==> src/rtl/hex_keypad_emulator_if.sv <==
// Key-code queue port and matrix column/row lines of the hex keypad emulator.
// The scanner/bench side uses master; the emulator uses slave.
interface hex_keypad_emulator_if #(
  parameter int FIFO_DEPTH = 4
);
  localparam int COUNT_W = $clog2(FIFO_DEPTH) + 1;

  logic [3:0]         key_code;
  logic               key_valid;
  logic               key_ready;
  logic               flush;
  logic [3:0]         col;
  logic [3:0]         row;
  logic               pressed;
  logic               busy;
  logic               key_done;
  logic [COUNT_W-1:0] fifo_count;

  modport master (
    output key_code, key_valid, flush, col,
    input  key_ready, row, pressed, busy, key_done, fifo_count
  );

  modport slave (
    input  key_code, key_valid, flush, col,
    output key_ready, row, pressed, busy, key_done, fifo_count
  );
endinterface

==> src/rtl/hex_keypad_emulator.sv <==
// 4x4 hex keypad matrix model: queued key codes are pressed one at a time with
// bounce/hold/bounce/gap timing, and rows answer the scanner's columns directly.
module hex_keypad_emulator #(
  parameter int HOLD_CYCLES   = 64,
  parameter int BOUNCE_CYCLES = 8,
  parameter int GAP_CYCLES    = 32,
  parameter int FIFO_DEPTH    = 4,
  parameter int CNT_W         = 16
) (
  input  logic                  clock,
  input  logic                  reset,
  hex_keypad_emulator_if.slave  bus
);
  localparam int PTR_W = $clog2(FIFO_DEPTH);
  localparam logic [CNT_W-1:0] HOLD_LAST   = CNT_W'(HOLD_CYCLES - 1);
  localparam logic [CNT_W-1:0] BOUNCE_LAST = CNT_W'((BOUNCE_CYCLES > 0) ? BOUNCE_CYCLES - 1 : 0);
  localparam logic [CNT_W-1:0] GAP_LAST    = CNT_W'(GAP_CYCLES - 1);
  localparam logic [PTR_W:0]   DEPTH_C     = (PTR_W + 1)'(FIFO_DEPTH);

  typedef enum logic [2:0] {
    S_IDLE,
    S_BOUNCE_IN,
    S_HOLD,
    S_BOUNCE_OUT,
    S_GAP
  } state_t;

  logic [3:0]       r_mem [FIFO_DEPTH];
  logic [PTR_W-1:0] r_wr_ptr;
  logic [PTR_W-1:0] r_rd_ptr;
  logic [PTR_W:0]   r_count;

  state_t           r_state;
  logic [CNT_W-1:0] r_cnt;
  logic [3:0]       r_cur_key;
  logic             r_pressed;
  logic             r_key_done;
  logic             r_busy;

  logic             w_key_ready;
  logic             w_push;
  logic             w_pop;
  logic [CNT_W-1:0] w_cnt_inc;
  logic [3:0]       w_row;

  assign w_key_ready = (r_count < DEPTH_C);
  assign w_push      = bus.key_valid & w_key_ready & ~bus.flush;
  assign w_pop       = (r_state == S_IDLE) & (r_count != '0) & ~bus.flush;
  assign w_cnt_inc   = r_cnt + CNT_W'(1);

  // Queue storage carries no reset; only pointers and count define validity.
  always_ff @(posedge clock) begin
    if (w_push) r_mem[r_wr_ptr] <= bus.key_code;
  end

  always_ff @(posedge clock or negedge reset) begin
    if (!reset) begin
      r_wr_ptr <= '0;
      r_rd_ptr <= '0;
      r_count  <= '0;
    end else if (bus.flush) begin
      r_wr_ptr <= '0;
      r_rd_ptr <= '0;
      r_count  <= '0;
    end else begin
      if (w_push) r_wr_ptr <= r_wr_ptr + PTR_W'(1);
      if (w_pop)  r_rd_ptr <= r_rd_ptr + PTR_W'(1);
      case ({w_push, w_pop})
        2'b10:   r_count <= r_count + (PTR_W + 1)'(1);
        2'b01:   r_count <= r_count - (PTR_W + 1)'(1);
        default: r_count <= r_count;
      endcase
    end
  end

  // pressed is loaded with the value belonging to the next state/count, so it
  // is a clean register output; bounce phases alternate on the count's LSB.
  always_ff @(posedge clock or negedge reset) begin
    if (!reset) begin
      r_state    <= S_IDLE;
      r_cnt      <= '0;
      r_cur_key  <= '0;
      r_pressed  <= 1'b0;
      r_key_done <= 1'b0;
      r_busy     <= 1'b0;
    end else if (bus.flush) begin
      r_state    <= S_IDLE;
      r_cnt      <= '0;
      r_pressed  <= 1'b0;
      r_key_done <= 1'b0;
      r_busy     <= 1'b0;
    end else begin
      r_key_done <= 1'b0;
      case (r_state)
        S_IDLE: begin
          if (w_pop) begin
            r_cur_key <= r_mem[r_rd_ptr];
            r_cnt     <= '0;
            r_pressed <= 1'b1;
            r_busy    <= 1'b1;
            r_state   <= (BOUNCE_CYCLES == 0) ? S_HOLD : S_BOUNCE_IN;
          end
        end
        S_BOUNCE_IN: begin
          if (r_cnt == BOUNCE_LAST) begin
            r_state   <= S_HOLD;
            r_cnt     <= '0;
            r_pressed <= 1'b1;
          end else begin
            r_cnt     <= w_cnt_inc;
            r_pressed <= r_cnt[0];
          end
        end
        S_HOLD: begin
          if (r_cnt == HOLD_LAST) begin
            r_cnt     <= '0;
            r_pressed <= 1'b0;
            if (BOUNCE_CYCLES == 0) begin
              r_state    <= S_GAP;
              r_key_done <= (GAP_CYCLES == 1);
            end else begin
              r_state <= S_BOUNCE_OUT;
            end
          end else begin
            r_cnt     <= w_cnt_inc;
            r_pressed <= 1'b1;
          end
        end
        S_BOUNCE_OUT: begin
          if (r_cnt == BOUNCE_LAST) begin
            r_state    <= S_GAP;
            r_cnt      <= '0;
            r_pressed  <= 1'b0;
            r_key_done <= (GAP_CYCLES == 1);
          end else begin
            r_cnt     <= w_cnt_inc;
            r_pressed <= ~r_cnt[0];
          end
        end
        S_GAP: begin
          if (r_cnt == GAP_LAST) begin
            r_state <= S_IDLE;
            r_cnt   <= '0;
            r_busy  <= 1'b0;
          end else begin
            r_cnt      <= w_cnt_inc;
            r_key_done <= (w_cnt_inc == GAP_LAST);
          end
        end
        default: begin
          r_state   <= S_IDLE;
          r_cnt     <= '0;
          r_pressed <= 1'b0;
          r_busy    <= 1'b0;
        end
      endcase
    end
  end

  // The closed key shorts its column to its row with no clock in the path.
  always_comb begin
    w_row = '0;
    for (int i = 0; i < 4; i++) begin
      w_row[i] = r_pressed & (r_cur_key[3:2] == 2'(i)) & bus.col[r_cur_key[1:0]];
    end
  end

  assign bus.row        = w_row;
  assign bus.pressed    = r_pressed;
  assign bus.busy       = r_busy;
  assign bus.key_done   = r_key_done;
  assign bus.key_ready  = w_key_ready;
  assign bus.fifo_count = r_count;
endmodule

==> src/flat_wrapper.sv <==
// flat-port wrapper written by rule: the top's interface ports become plain ports
module hex_keypad_emulator_flat 
#(
  parameter int HOLD_CYCLES   = 64,
  parameter int BOUNCE_CYCLES = 8,
  parameter int GAP_CYCLES    = 32,
  parameter int FIFO_DEPTH    = 4,
  parameter int CNT_W         = 16
)
  (clock, reset, bus_key_code, bus_key_valid, bus_flush, bus_col, bus_key_ready, bus_row, bus_pressed, bus_busy, bus_key_done, bus_fifo_count);
  hex_keypad_emulator_if #(.FIFO_DEPTH(FIFO_DEPTH)) bus_i ();
  input  logic clock;
  input  logic reset;
  input wire logic [$bits(bus_i.key_code)-1:0] bus_key_code;
  input wire logic [$bits(bus_i.key_valid)-1:0] bus_key_valid;
  input wire logic [$bits(bus_i.flush)-1:0] bus_flush;
  input wire logic [$bits(bus_i.col)-1:0] bus_col;
  output wire logic [$bits(bus_i.key_ready)-1:0] bus_key_ready;
  output wire logic [$bits(bus_i.row)-1:0] bus_row;
  output wire logic [$bits(bus_i.pressed)-1:0] bus_pressed;
  output wire logic [$bits(bus_i.busy)-1:0] bus_busy;
  output wire logic [$bits(bus_i.key_done)-1:0] bus_key_done;
  output wire logic [$bits(bus_i.fifo_count)-1:0] bus_fifo_count;
  assign bus_i.key_code = bus_key_code;
  assign bus_i.key_valid = bus_key_valid;
  assign bus_i.flush = bus_flush;
  assign bus_i.col = bus_col;
  assign bus_key_ready = bus_i.key_ready;
  assign bus_row = bus_i.row;
  assign bus_pressed = bus_i.pressed;
  assign bus_busy = bus_i.busy;
  assign bus_key_done = bus_i.key_done;
  assign bus_fifo_count = bus_i.fifo_count;
  hex_keypad_emulator #(.HOLD_CYCLES(HOLD_CYCLES), .BOUNCE_CYCLES(BOUNCE_CYCLES), .GAP_CYCLES(GAP_CYCLES), .FIFO_DEPTH(FIFO_DEPTH), .CNT_W(CNT_W)) u_core (.clock(clock), .reset(reset), .bus(bus_i));
endmodule
==> config.mk <==
export PLATFORM = sky130hd
export DESIGN_NAME = hex_keypad_emulator_flat
export DESIGN_NICKNAME = d
export VERILOG_FILES = /design/src/rtl/hex_keypad_emulator_if.sv /design/src/rtl/hex_keypad_emulator.sv /design/src/flat_wrapper.sv
export SDC_FILE = /design/constraint.sdc
export NUM_CORES = 1
export LEC_CHECK = 0
export ABC_CLOCK_PERIOD_IN_PS = 1900
export CAP_MARGIN = 10
export CORE_MARGIN = 4
export CORE_UTILIZATION = 40
export CTS_BUF_LIST = sky130_fd_sc_hd__clkbuf_16
export CTS_CLUSTER_DIAMETER = 100
export CTS_CLUSTER_SIZE = 20
export DETAILED_ROUTE_END_ITERATION = 10
export SETUP_SLACK_MARGIN = 0.4
export SYNTH_ARGS = -nofsm -noshare
export SYNTH_HDL_FRONTEND = slang
export SYNTH_SLANG_ARGS = --single-unit
==> constraint.sdc <==
create_clock -name clock -period 1.9 [get_ports clock]
set_input_delay 0.285 -clock clock [delete_from_list [all_inputs] [get_ports clock]]
set_output_delay 0.285 -clock clock [all_outputs]
set_load 0.01 [all_outputs]
After elaboration in Yosys (flattened, before gate mapping)
Memories as Yosys holds them, arrays and structs flattened. A register that Yosys moved wholly into a read port is not among the register bits. Index checks and enable logic that the tools add are counted.

Register bits after elaboration: 29. Bits in writable memories: 16. Input port bits: 12. Output and inout bits: 11. Logic and storage cells: 98. Memories kept: 1.

Memories: u_core.r_mem (depth 4, width 4, rd ports 1, clocked after Yosys merged registers in 1, wr ports 1, line hex_keypad_emulator.sv:28) `logic [3:0] r_mem [FIFO_DEPTH];`.

Add/sub/neg operators: 5. Order comparisons: 2. Equal/unequal tests: 20. Mux-type cells: 35. Bitwise gates (word level): 14. Reductions and logical operators: 13.

Operators with widths (count): $mux W16 (5); $pmux W16 S4 (1); $eq A16 B5 Y1 const B (2); $mux W3 (7); $add A16 B1 Y16 const B (1); $eq A16 B3 Y1 const B (1); $eq A16 B6 Y1 const B (1); $ne A3 B2 Y1 const B (5); $pmux W3 S5 (1); $mux W1 (13); $and A1 B1 Y1 (12); $mux W2 (4); $eq A2 B2 Y1 const B (3); $eq A3 B2 Y1 const B (2); $pmux W3 S2 (1); $reduce_and A3 Y1 (2); $reduce_bool A3 Y1 (2); $pmux W1 S5 (1); $reduce_and A5 Y1 (1); $add A2 B1 Y2 const B (2); $eq A2 B1 Y1 const B (2); $reduce_bool A2 Y1 (2); $add A3 B1 Y3 const B (1); $eq A3 B1 Y1 const B (1); other kinds (15) (16).

Logic depth before layout (Yosys ltp)
Depth in word-level cells: 6. Gate-level depth with buffers: 10. Mapped depth without buffers: 8.

Least setup slack after synthesis
Ideal clock, no wire load.

Path kind: flip-flop to flip-flop. From: register u_core.r_cnt[1]. To: register u_core.r_key_done (netlist: u_core.bus.key_done). Setup time: 0.068 ns. Data arrival time: 1.968 ns. Data required time: 1.832 ns. Path slack: -0.136 ns. Cell stages (with the launch flop): 10. Buffers on the path: 3. Period minus slack after synthesis: 2.036 ns. Cells stage by stage: dfrtp_1 ha_1 buf_6 and4_4 buf_6 and3_1 buf_2 a211o_1 a211oi_1 and4_1.

Cells in the longest elaborated chain, start to end: 5. Elaborated cells between the ends (all ways): 6. Those cells by class: 1 x add/sub; 2 x eq/ne; 3 x mux.

RTL lines: start: declaration (line hex_keypad_emulator.sv:34) `logic [CNT_W-1:0] r_cnt;`; start signal: assignment (line hex_keypad_emulator.sv:110) `r_cnt <= w_cnt_inc;`; start signal: assignment (line hex_keypad_emulator.sv:125) `r_cnt <= w_cnt_inc;`; start signal: assignment (line hex_keypad_emulator.sv:136) `r_cnt <= w_cnt_inc;`; $add A16 B1 Y16 (line hex_keypad_emulator.sv:49) `assign w_cnt_inc = r_cnt + CNT_W'(1);`; $eq A16 B5 Y1 (line hex_keypad_emulator.sv:147) `r_key_done <= (w_cnt_inc == GAP_LAST);`; $mux W1 (*) (line hex_keypad_emulator.sv:141) `if (r_cnt == GAP_LAST) begin`; $mux W1 (*); $mux W1 (*) (line hex_keypad_emulator.sv:86) `end else if (bus.flush) begin`; end signal: assignment (line hex_keypad_emulator.sv:120) `r_key_done <= (GAP_CYCLES == 1);`; end signal: assignment (line hex_keypad_emulator.sv:134) `r_key_done <= (GAP_CYCLES == 1);`; end signal: assignment (line hex_keypad_emulator.sv:147); end: declaration (line hex_keypad_emulator.sv:37) `logic r_key_done;`.

Mark *: on every way between the ends. The rest lies on a longest branch, timed or not. A chain may end at the register's enable or synchronous reset.

Worst setup path in the final report
From: register u_core.r_cnt[6]. To: register u_core.r_cnt[15].

Cells in the longest elaborated chain, start to end: 4. Elaborated cells between the ends (all ways): 9. Those cells by class: 1 x add/sub; 3 x eq/ne; 5 x mux.

RTL lines: $add A16 B1 Y16 (tied with other cells) (line hex_keypad_emulator.sv:49); $mux W16 (on tied branches); $pmux W16 S4 (*) (line hex_keypad_emulator.sv:94) `case (r_state)`; $mux W16 (*) (line hex_keypad_emulator.sv:86).

Marked as above.

==> results.cfg <==
[run_status]
status = finished, violations left
failed_checks = setup timing

[worst_setup_path]
critPathLaunchType = register
path_cells = nor4_4 > nand4_1 > nand3_2 > a31oi_4 > buf_6 > a21o_1 > a22o_1
cp.arrival_ps = 2180
r2r-end = u_core.r_cnt[15]
crit_end = u_core.r_cnt[15]
path_max_fanout = 11
path_class = reg -> reg
rrSetupSlack_ps = -90
crit_slowest_cell = dfrtp_1
critical_path.max_stage_delay_ps = 410
cp-end-kind = register
rr_worst_depth = 7
worstPathRequired_ps = 2090
crit_start = u_core.r_cnt[6]
reg2reg_from = u_core.r_cnt[6]

[sta]
slew_violations = 0
hold_viol = 0
fin_hold_ws_ps = 403.3
finalSetupTns_ps = -317.7
relSlewSlack_pct = 70.83
fin_crit_ps = 1986
post-route-period-util_pct = 104.5
setup_slack_ps = -86.43
worst_pin_slew_ps = 437.5
grt_setup_unrepaired = yes
setup_viol = 8
skew_ps = 6.855
max_freq_mhz = 503.4

[die]
design.die.area_mm2 = 0.008495
start_util_pct = 41.48
dieHeight_um = 92.17
io_pins = 23
coreArea_mm2 = 0.006832
dieWidth_um = 92.17
num_rows = 30

[logic_synthesis]
synth_top_area_cell = dfrtp_1
syn-num-nets = 286
synth_area_mm2 = 0.002834
postSynthAreaPerCell_um2 = 10.61
async_flop_share_pct = 67.35
synth_warnings = 0
synthFlopType = dfrtp_1
yosysSeqAreaShare_pct = 46.09
synth_cell_types = 56
synth-edff-count = 16
ys_ff_latch = 49
synthTopCellsByArea = dfrtp_1, edfxtp_1, mux4_2, nor2_1, xnor2_1
synth_top_cell_area_share_pct = 29.14
syn_inst = 267

[placed_design]
place_inst = 406
preCtsSetupSlack_ps = -240.2
portBuffers = 22
place_hpwl_mm = 4.394
gp_congestion = 0.8525

[detailed_routing]
ant_nets = 0
dr.pass1.iters = 4
drt-wirelength-per-cell_um = 15.22
finalWirelength_mm = 6.774
drc_errors = 0
drtIter0Drc = 80
vias = 2302
via_per_inst = 5.173

[cells_and_area]
fin_cells = 445
syn_to_final_growth_pct = 44.42
drive_above_1_share_pct = 44.13
antennaDiodeCount = 0
layout.nets = 367
final_util_pct = 59.91

[clocking]
cts_tree = done
cts_root_buf = clkbuf_16
clk-insertion-delay-late_ps = 290
cts.clk_slew.worst_paths_ps = 70
htreeDepth = 2
clock_sinks = 49
cts_buffers = 5
cts_buffer_depth = 2

[global_routing]
grt_pass1_vias = 2262
grt_start_max_net_pins = 34
grtUsageTotal_pct = 16.08
antenna_found_initial = 0
grt_pass1_wl_mm = 10.91
grt.overflow.total = 0

[power_and_ir_drop]
p_sw_w = 0.001467
swShare_pct = 34.32
power.internal_w = 0.002808
p_leak_nw = 1.767
p_comb_share_pct = 44.6
vdd_drop_max_uv = 612.3
seqPwrFrac_pct = 33.5
clkPwrFrac_pct = 21.9
p_per_area_mw_per_mm2 = 1045

[worst_hold_path]
min_path_type = in -> async

[job]
cap_violations = 0
-- worst max-delay path, delay by kind of cell (launching register included) --
| kind | cells | cell delay [ps] |
|---|---|---|
| and+or+nand+nor | 3 | 860 |
| DFF | 1 | 410 |
| buffers and inverters | 1 | 170 |
| AOI/OAI and AO/OA | 3 | 440 |
-- how the worst min path moves through the flow --
| stage | depth (start not counted) | endpoint | slack, ps | startpoint |
|---|---|---|---|---|
| after floorplan | 0 | u_core.bus.busy | -10 | reset |
| after global placement | 1 | u_core.r_cur_key[1] | 520 | u_core.r_cur_key[1] |
| after detailed placement | 1 | u_core.r_cur_key[1] | 520 | u_core.r_cur_key[1] |
| after CTS | 2 | u_core.bus.key_done | 420 | reset |
| after global routing | 2 | u_core.r_cnt[10] | 460 | reset |
| final | 2 | u_core.bus.key_done | 400 | reset |
-- metal layers --
metal	vias to the layer above	GRT usage (%)	share of wire [%]
li1	1142	-	-
met2	31	27.62	51
met3	9	3.199	3.0
met1	1120	20.57	44
met4	0	4.455	1.5
met5	-	0	0
-- cell families after synthesis --
kind of cell | count (synthesis) | synth area share, %
and+or+nand+nor | 108 | 21.32
DFF | 49 | 46.09
AOI/OAI and AO/OA | 48 | 12.32
buffers and inverters | 28 | 5.518
muxes | 14 | 7.373
xor gates and xnor gates | 13 | 4.018
adders and majority gates | 7 | 3.355
-- final cells by class --
type	count	area, um^2
Fill cell	595	2739
Sequential cell	49	1313
Timing Repair Buffer	93	793.3
Clock buffer	5	125.1
Inverter	9	33.78
Clock inverter	3	28.78
Multi-Input combinational cell	190	1679
Tap cell	96	120.1
-- synthesized netlist by cell type (3+ instances only) --
master / n
nand3_1: 12
nor2_1: 24
a21oi_1: 12
mux2i_1: 4
nor3_1: 10
a31oi_1: 9
nand4_1: 7
buf_6: 5
nand2b_1: 3
and4_1: 3
clkbuf_1: 5
o21ai_0: 6
and2_1: 5
and3_1: 4
mux4_2: 5
mux2_2: 5
buf_2: 4
nor2b_1: 3
dfrtp_1: 33
nor3b_1: 4
inv_1: 9
ha_1: 6
edfxtp_1: 16
xnor2_1: 9
xor2_1: 4
nand2_1: 20
a21o_1: 3
-- stage by stage --
| step | instance area (um^2) | total power, W |
|---|---|---|
| after floorplan | 2900 | 0.002249 |
| after global placement | 3411 | 0.002698 |
| after detailed placement | 3411 | 0.002722 |
| after CTS | 3795 | 0.003922 |
| after global routing | 4093 | 0.004547 |
| final | 4093 | 0.004276 |
-- registers in the layout, summed over array words and instances, names as in the netlist --
name	cells
u_core.r_cnt	16
u_core.r_mem	16
u_core.bus.pressed	1
u_core.bus.fifo_count	3
u_core.r_wr_ptr	2
u_core.r_rd_ptr	2
u_core.r_state	3
u_core.bus.key_done	1
u_core.r_cur_key	4
u_core.bus.busy	1
-- cell usage in the layout, fill, tap and decap left out, drive strengths merged, types with 2 or more instances in the layout --
cell type and count:
a211o 2, a21o 3, a21oi 12, a22o 2, a31oi 10, and2 5, and3 4, and4 4
buf 75, clkbuf 5, clkdlybuf4s50 11, dfrtp 33, dlygate4sd2 5, edfxtp 16, ha 6, inv 11
mux2 5, mux2i 4, mux4 5, nand2 21, nand2b 3, nand3 13, nand4 7, nor2 24
nor2b 3, nor3 11, nor3b 4, nor4 4, o21ai 6, o22ai 2, or3 2, xnor2 9
xor2 4
-- timing repair --
| action | 4_1_cts | 5_1_grt |
|---|---|---|
| gates cloned | 1 | 0 |
| setup endpoints to repair | 53 | 50 |
| gates resized for setup | 60 | 44 |
| pin swaps | 24 | 17 |
| buffers inserted | 17 | 13 |
| hold buffers | 0 | 0 |
-- power by group through the flow --
stage | Clock [W] | Combinational (W) | Sequential [W]
floorplan | 0 | 0.000820 | 0.00143
global placement | 0 | 0.00124 | 0.00146
detailed placement | 0 | 0.00126 | 0.00146
CTS | 0.000968 | 0.00152 | 0.00143
global route | 0.00102 | 0.00207 | 0.00146
finish | 0.000937 | 0.00191 | 0.00143
Power figures use the tool's default switching activity.
